**src/rtl/module_display_scan_8dig.sv**
```systemverilog
// rtl/module_display_scan_8dig.sv - 8-digit multiplexed 7-segment scanner with double-buffered data
module module_display_scan_8dig #(
    parameter int N_DIGITS     = 8,
    parameter int REFRESH_DIV  = 100000,
    parameter int BLANK_CYCLES = 1000
) (
    input  logic                    clk,
    input  logic                    rst,
    input  logic [4*N_DIGITS-1:0]   data,
    input  logic [N_DIGITS-1:0]     dp_n,
    input  logic [N_DIGITS-1:0]     digit_en,
    input  logic                    load,
    output logic [N_DIGITS-1:0]     enable,
    output logic [7:0]              segments,
    output logic                    slot_done
);

    localparam int IDX_W = (N_DIGITS > 1) ? $clog2(N_DIGITS) : 1;
    localparam int PRE_W = $clog2(REFRESH_DIV);

    localparam logic [PRE_W-1:0] PRE_LAST   = PRE_W'(REFRESH_DIV - 1);
    localparam logic [PRE_W-1:0] BLANK_END  = PRE_W'(BLANK_CYCLES);
    localparam logic [IDX_W-1:0] IDX_LAST   = IDX_W'(N_DIGITS - 1);

    logic [PRE_W-1:0]        prescaler;
    logic [IDX_W-1:0]        index;

    logic [4*N_DIGITS-1:0]   pend_data;
    logic [N_DIGITS-1:0]     pend_dp_n;
    logic [N_DIGITS-1:0]     pend_en;
    logic [4*N_DIGITS-1:0]   act_data;
    logic [N_DIGITS-1:0]     act_dp_n;
    logic [N_DIGITS-1:0]     act_en;

    logic                    slot_wrap;
    logic                    frame_wrap;
    logic [3:0]              nibble;
    logic                    lit;
    logic [N_DIGITS-1:0]     enable_next;
    logic [7:0]              segments_next;

    // Active-low g..a pattern for one hex digit
    function automatic logic [6:0] hex_to_seg(input logic [3:0] v);
        case (v)
            4'h0:    hex_to_seg = 7'b1000000;
            4'h1:    hex_to_seg = 7'b1111001;
            4'h2:    hex_to_seg = 7'b0100100;
            4'h3:    hex_to_seg = 7'b0110000;
            4'h4:    hex_to_seg = 7'b0011001;
            4'h5:    hex_to_seg = 7'b0010010;
            4'h6:    hex_to_seg = 7'b0000010;
            4'h7:    hex_to_seg = 7'b1111000;
            4'h8:    hex_to_seg = 7'b0000000;
            4'h9:    hex_to_seg = 7'b0010000;
            4'hA:    hex_to_seg = 7'b0001000;
            4'hB:    hex_to_seg = 7'b0000011;
            4'hC:    hex_to_seg = 7'b1000110;
            4'hD:    hex_to_seg = 7'b0100001;
            4'hE:    hex_to_seg = 7'b0000110;
            default: hex_to_seg = 7'b0001110;
        endcase
    endfunction

    assign slot_wrap  = (prescaler == PRE_LAST);
    assign frame_wrap = slot_wrap && (index == IDX_LAST);
    assign slot_done  = slot_wrap;

    // Slot timer and digit pointer
    always_ff @(posedge clk or posedge rst) begin
        if (rst) begin
            prescaler <= '0;
            index     <= '0;
        end else if (slot_wrap) begin
            prescaler <= '0;
            index     <= frame_wrap ? '0 : index + 1'b1;
        end else begin
            prescaler <= prescaler + 1'b1;
        end
    end

    // Pending/active buffers; active only changes at the frame boundary so a frame never tears
    always_ff @(posedge clk or posedge rst) begin
        if (rst) begin
            pend_data <= '0;
            pend_dp_n <= '0;
            pend_en   <= '0;
            act_data  <= '0;
            act_dp_n  <= '0;
            act_en    <= '0;
        end else begin
            if (load) begin
                pend_data <= data;
                pend_dp_n <= dp_n;
                pend_en   <= digit_en;
            end
            if (frame_wrap) begin
                act_data <= load ? data     : pend_data;
                act_dp_n <= load ? dp_n     : pend_dp_n;
                act_en   <= load ? digit_en : pend_en;
            end
        end
    end

    // Pin values for the current digit, blanked at slot start to suppress ghosting
    always_comb begin
        nibble        = act_data[{index, 2'b00} +: 4];
        lit           = (prescaler >= BLANK_END) && act_en[index];
        enable_next   = '1;
        segments_next = 8'hFF;
        if (lit) begin
            enable_next[index] = 1'b0;
            segments_next      = {act_dp_n[index], hex_to_seg(nibble)};
        end
    end

    // Registered pin drive, one cycle behind the scan state
    always_ff @(posedge clk or posedge rst) begin
        if (rst) begin
            enable   <= '1;
            segments <= 8'hFF;
        end else begin
            enable   <= enable_next;
            segments <= segments_next;
        end
    end

endmodule

```
**config.mk**
```make
export PLATFORM = sky130hd
export DESIGN_NAME = module_display_scan_8dig
export DESIGN_NICKNAME = d
export VERILOG_FILES = /design/src/rtl/module_display_scan_8dig.sv
export SDC_FILE = /design/constraint.sdc
export NUM_CORES = 1
export LEC_CHECK = 0
export CAP_MARGIN = 0
export CORE_UTILIZATION = 60
export DETAILED_ROUTE_END_ITERATION = 8
export PLACE_DENSITY = 0.84
export SYNTH_ARGS = -nofsm -noshare
export SYNTH_HDL_FRONTEND = slang
export SYNTH_SLANG_ARGS = --single-unit
```
**constraint.sdc**
```tcl
create_clock -name clk -period 8.7 [get_ports clk]
set_input_delay 2.175 -clock clk [delete_from_list [all_inputs] [get_ports clk]]
set_output_delay 2.175 -clock clk [all_outputs]
set_load 0.01 [all_outputs]
```
-- Word level (Yosys, flattened, before mapping)
Memory sizes are Yosys's and may differ from the RTL's.
Cells that the tools add are included.
- register bits: 132
- output and inout bits: 17
- ROM bits: 112
- memories: 1
- logic and storage cells: 36
- memory list (name ; depth ; width ; rd ports ; clocked after memory_dff ; write ports ; line ; source):
    (no name shown) ; 16 ; 7 ; 1 ; 0 ; 0 ; 44 ; case (v)
- reductions and logical operators: 3
- add/subtract/negate cells: 2
- $lt $le $gt $ge: 3
- shift operators: 1
- eq/ne operators: 2
- multiplexer cells: 13
- bitwise gates (word level): 1
- operators with widths (operator ; number):
    32-bit two-way mux ; 1
    8-bit two-way mux ; 4
    32-bit by 6-bit variable part select with 4-bit output ; 1
    17-bit by 1-bit adder with 17-bit output (second input constant) ; 1
    17-bit equality test (second input constant) ; 1
    17-bit by 10-bit greater-or-equal comparator with 1-bit output (second input constant) ; 1
    17-bit two-way mux ; 1
    8-bit NOT ; 1
    1-bit binary-select mux with 3-bit select ; 2
    3-bit by 4-bit < comparator with 1-bit output (second input constant) ; 1
    3-bit by 1-bit adder with 3-bit output (second input constant) ; 1
    1-bit demux with 3-bit select ; 1
    3-bit equality test (second input constant) ; 1
    3-bit by 1-bit greater-or-equal comparator with 1-bit output (second input constant) ; 1
    1-bit logical AND ; 3
    1-bit two-way mux ; 3
    3-bit two-way mux ; 1

-- Longest topological paths before layout
- word-level depth: 6
- mapped depth: 10
- depth with buffers taken out: 8

-- Least setup slack after synthesis
Ideal clock, no wire load.
- kind: input to register
- start point: input load
- end point: register act_data[10]
- stages: 4
- path buffers: 2
- data arrival time: 3.487 ns
- data required time: 8.575 ns
- slack: 5.088 ns
- path through: clkbuf_1 -> buf_1 -> mux2_2 -> mux2_4
- longest elaborated chain between the ends: 1
- ends and longest elaborated chain (element ; line ; source):
    from (decl) ; 12 ; input logic load,
    32-bit two-way mux ; -- ;
    to (signal assigned) ; 97 ; act_data <= load ? data : pend_data;
    to (decl) ; 31 ; logic [4*N_DIGITS-1:0] act_data;
No other way between the ends.
A chain may end at the register's enable or synchronous reset.

-- Final worst setup path
- start point: register prescaler[12]
- end point: output slot_done
- longest elaborated chain between the ends: 1
- ends and longest elaborated chain (element ; line ; source):
    from (decl) ; 25 ; logic [PRE_W-1:0] prescaler;
    from (signal assigned) ; 77 ; prescaler <= prescaler + 1'b1;
    17-bit equality test ; 64 ; assign slot_wrap = (prescaler == PRE_LAST);
    to (decl) ; 15 ; output logic slot_done
No other way between the ends.

==> flow_summary_export.csv <==
group,metric,value,unit
logic_synthesis,yosysUniqueCellTypes,40,
run_status,status,"completed",
clocking,post_cts_buffers,0,
logic_synthesis,async_reset_ff_frac,1.00,
logic_synthesis,synth_area,5730,sq um
route,drc,0,
floorplanning,fp-row-count,35,
timing,rsz0062_at_grt,"no",
global_route,grt_overflow,0,
logic_synthesis,synth_top_area_cell,"dfrtp_1",
timing,max_slew.worst_pin.slew,1.06,ns
route,wl_per_cell,18.2,um
timing,fin_ws,4.07,ns
job,cap_violations,0,
global_route,gr-usage-all-layers,0.246,
route,ant_nets,0,
critical_path,crit_family,"simple AND/OR/NAND/NOR gates",
layout,syn2layout_area_growth,24.0,%
timing,relSlewSlack,0.276,
route,vias,3369,
floorplanning,coreArea,9240,sq um
layout,num_antenna_cells,0,
timing,period_needed,4.63,ns
min_path,hold_class,"reg -> reg",
timing,period_share,0.532,
logic_synthesis,syn_nets,450,
critical_path,path_max_fanout,5,
logic_synthesis,synth_warnings,0,
power_and_ir_drop,p_leak,3.14,nW
route,wl,10.9,mm
clocking,clockBufferDepth,2,
timing,finalHoldViolCount,0,
logic_synthesis,synth_area_per_cell,14.7,sq um
placement,io_buffer_count,67,
critical_path,cpPeakStageDelay,0.60,ns
floorplanning,dieArea,9950,sq um
timing,setup_viol_count_final,0,
logic_synthesis,synth_top_area_frac,0.506,
timing,clock_skew,0.00700,ns
timing,clock.fmax,216,MHz
clocking,holdBufCountCts,0,
layout,final_core_util,0.770,
power_and_ir_drop,ir_worst_vdd,0.000127,V
critical_path,crit_path_end_kind,"primary output",
placement,hpwl,6.72,mm
timing,maxSlewViolCount,0,
global_route,grt_max_degree,72,
layout,nNetsFinal,520,
placement,pre_cts_ws,4.60,ns
global_route,grt_pass1_vias,3640,
power_and_ir_drop,p_per_area,212,nW/um^2
clocking,clk_pin_slew,0.06,ns
global_route,grt_pass1_wl,18.5,mm
clocking,post_cts_resized,0,
clocking,cts_buffers,17,
critical_path,arrival,2.46,ns
critical_path,cp-start-kind,"flip-flop",
critical_path,slowest_stage,"clkdlybuf4s50_1",
layout,final_cell_mix,"dfrtp_1 (116), mux2_2 (81), clkdlybuf4s50_1 (66)",
floorplanning,io_pins,68,
logic_synthesis,syn_inst,389,
route,via_per_inst,5.61,
clocking,htree_num_levels,4,
critical_path,worstPathRequired,6.53,ns
logic_synthesis,synth_flop_cell,"dfrtp_1",
clocking,cts_root_buffer,"clkbuf_8",
logic_synthesis,synth_area_leaders,"dfrtp_1 (51%), mux2_2 (16%), dfstp_2 (7.3%)",
timing,finalSetupTns,0,ns
clocking,clkLatencyLatePin,0.52,ns
route,first_pass_iters,5,
route,drt_first_iter_violations,147,
floorplanning,dieHeight,99.8,um
layout,final_common_cell,"dfrtp_1",
layout,drive_gt1_frac,0.362,
critical_path,path_cells,"or4_4, nor4_4, clkdlybuf4s50_1",
placement,place_congestion,0.825,
critical_path,path_class,"reg -> out",
clocking,clock-sinks,132,
critical_path,path_buf_inv,1,
floorplanning,initial_core_util,0.620,
logic_synthesis,synth-seq-cells,132,
logic_synthesis,synth_edf_count,0,
logic_synthesis,yosysSeqAreaShare,0.580,
clocking,cts_tree,"done",
floorplanning,die_w,99.8,um
global_route,antenna_found_initial,0,
## power breakdown
part	internal (W)	switching, W
Clock	0.000481	0.000261
Combinational	0.0000581	0.0000428
Sequential	0.000648	0.0000127
Total	0.00119	0.000317
## layout make-up
| class | count | area [sq um] |
|---|---|---|
| clock buffers | 20 | 445 |
| multi-input cells | 228 | 2270 |
| fillers | 557 | 2130 |
| repair buffers | 71 | 696 |
| inverters | 9 | 36.3 |
| clock inverters | 12 | 178 |
| flip-flops and latches | 132 | 3320 |
| well taps | 129 | 161 |
## cell families (layout without fill, tap and decap cells)
kind of cell / Yosys count / in the layout / share of synthesized area
AND/OR/NAND/NOR: 66 / 66 / 0.0668
buffers and inverters: 29 / 112 / 0.0242
flip-flops: 132 / 132 / 0.580
multiplexers: 117 / 117 / 0.261
AO/OA/AOI/OAI: 20 / 20 / 0.0234
adder cells (fa/ha/maj): 10 / 10 / 0.0218
XOR/XNOR: 15 / 15 / 0.0229
## sequential cells by signal (all words and copies together), names as in the netlist, 8 cells and up
signal     count
act_data      32
pend_data     32
prescaler     17
act_dp_n       8
act_en         8
enable         8
pend_dp_n      8
pend_en        8
segments       8
## worst reg2reg max path: stages (launching register included)
cell     delay [ns]
dfrtp_1        1.04
mux4_2         0.64
mux2i_1        0.68
mux2_2         0.41
nor2_1         0.07
o21ai_0        0.10
## per-layer routing
metal  global-route usage  vias up  routed length (um)
li1                     -     1529                   -
met1                0.313     1742                4740
met2                0.419       79                5670
met3               0.0527       19                 354
met4               0.0894        0                 176
met5                    0        -                   0
## synth_stat cells (3+ instances only)
master	n
dfrtp_1	116
mux2_2	81
mux2_4	20
dfstp_2	16
nor2_1	16
ha_1	10
mux4_2	10
inv_1	9
nand2_1	9
clkbuf_1	8
nand4_1	8
xor2_1	8
xnor2_1	7
buf_2	6
mux2i_1	6
o21ai_0	6
nand3_1	5
a21oi_1	4
and3_1	4
nand2b_1	4
buf_1	3
buf_6	3
nand4b_1	3
o221ai_1	3
## per-stage QoR
stage               cells  total power, W  instance area (sq um)  hold WS [ns]
finish                601         0.00150                   7110         0.474
CTS                   601         0.00151                   7110         0.476
global placement      569        0.000765                   6490         0.456
floorplan             389        0.000730                   5730         0.446
detailed placement    569        0.000771                   6490         0.469
global route          601         0.00155                   7110         0.511
## path summary, 6_finish.rpt
check                      depth (start not counted)  slack, ns     startpoint           end
max                                                3       4.07  prescaler[12]     slot_done
min                                                1       0.47   prescaler[0]  prescaler[0]
max reg2reg                                        5       5.64       index[0]   segments[3]
min reg2reg                                        1       0.47   prescaler[0]  prescaler[0]
max in group asynchronous                          3       5.23            rst    pend_en[1]
min in group asynchronous                          2       2.13            rst  pend_data[5]
(Power assumes the default switching activity.)
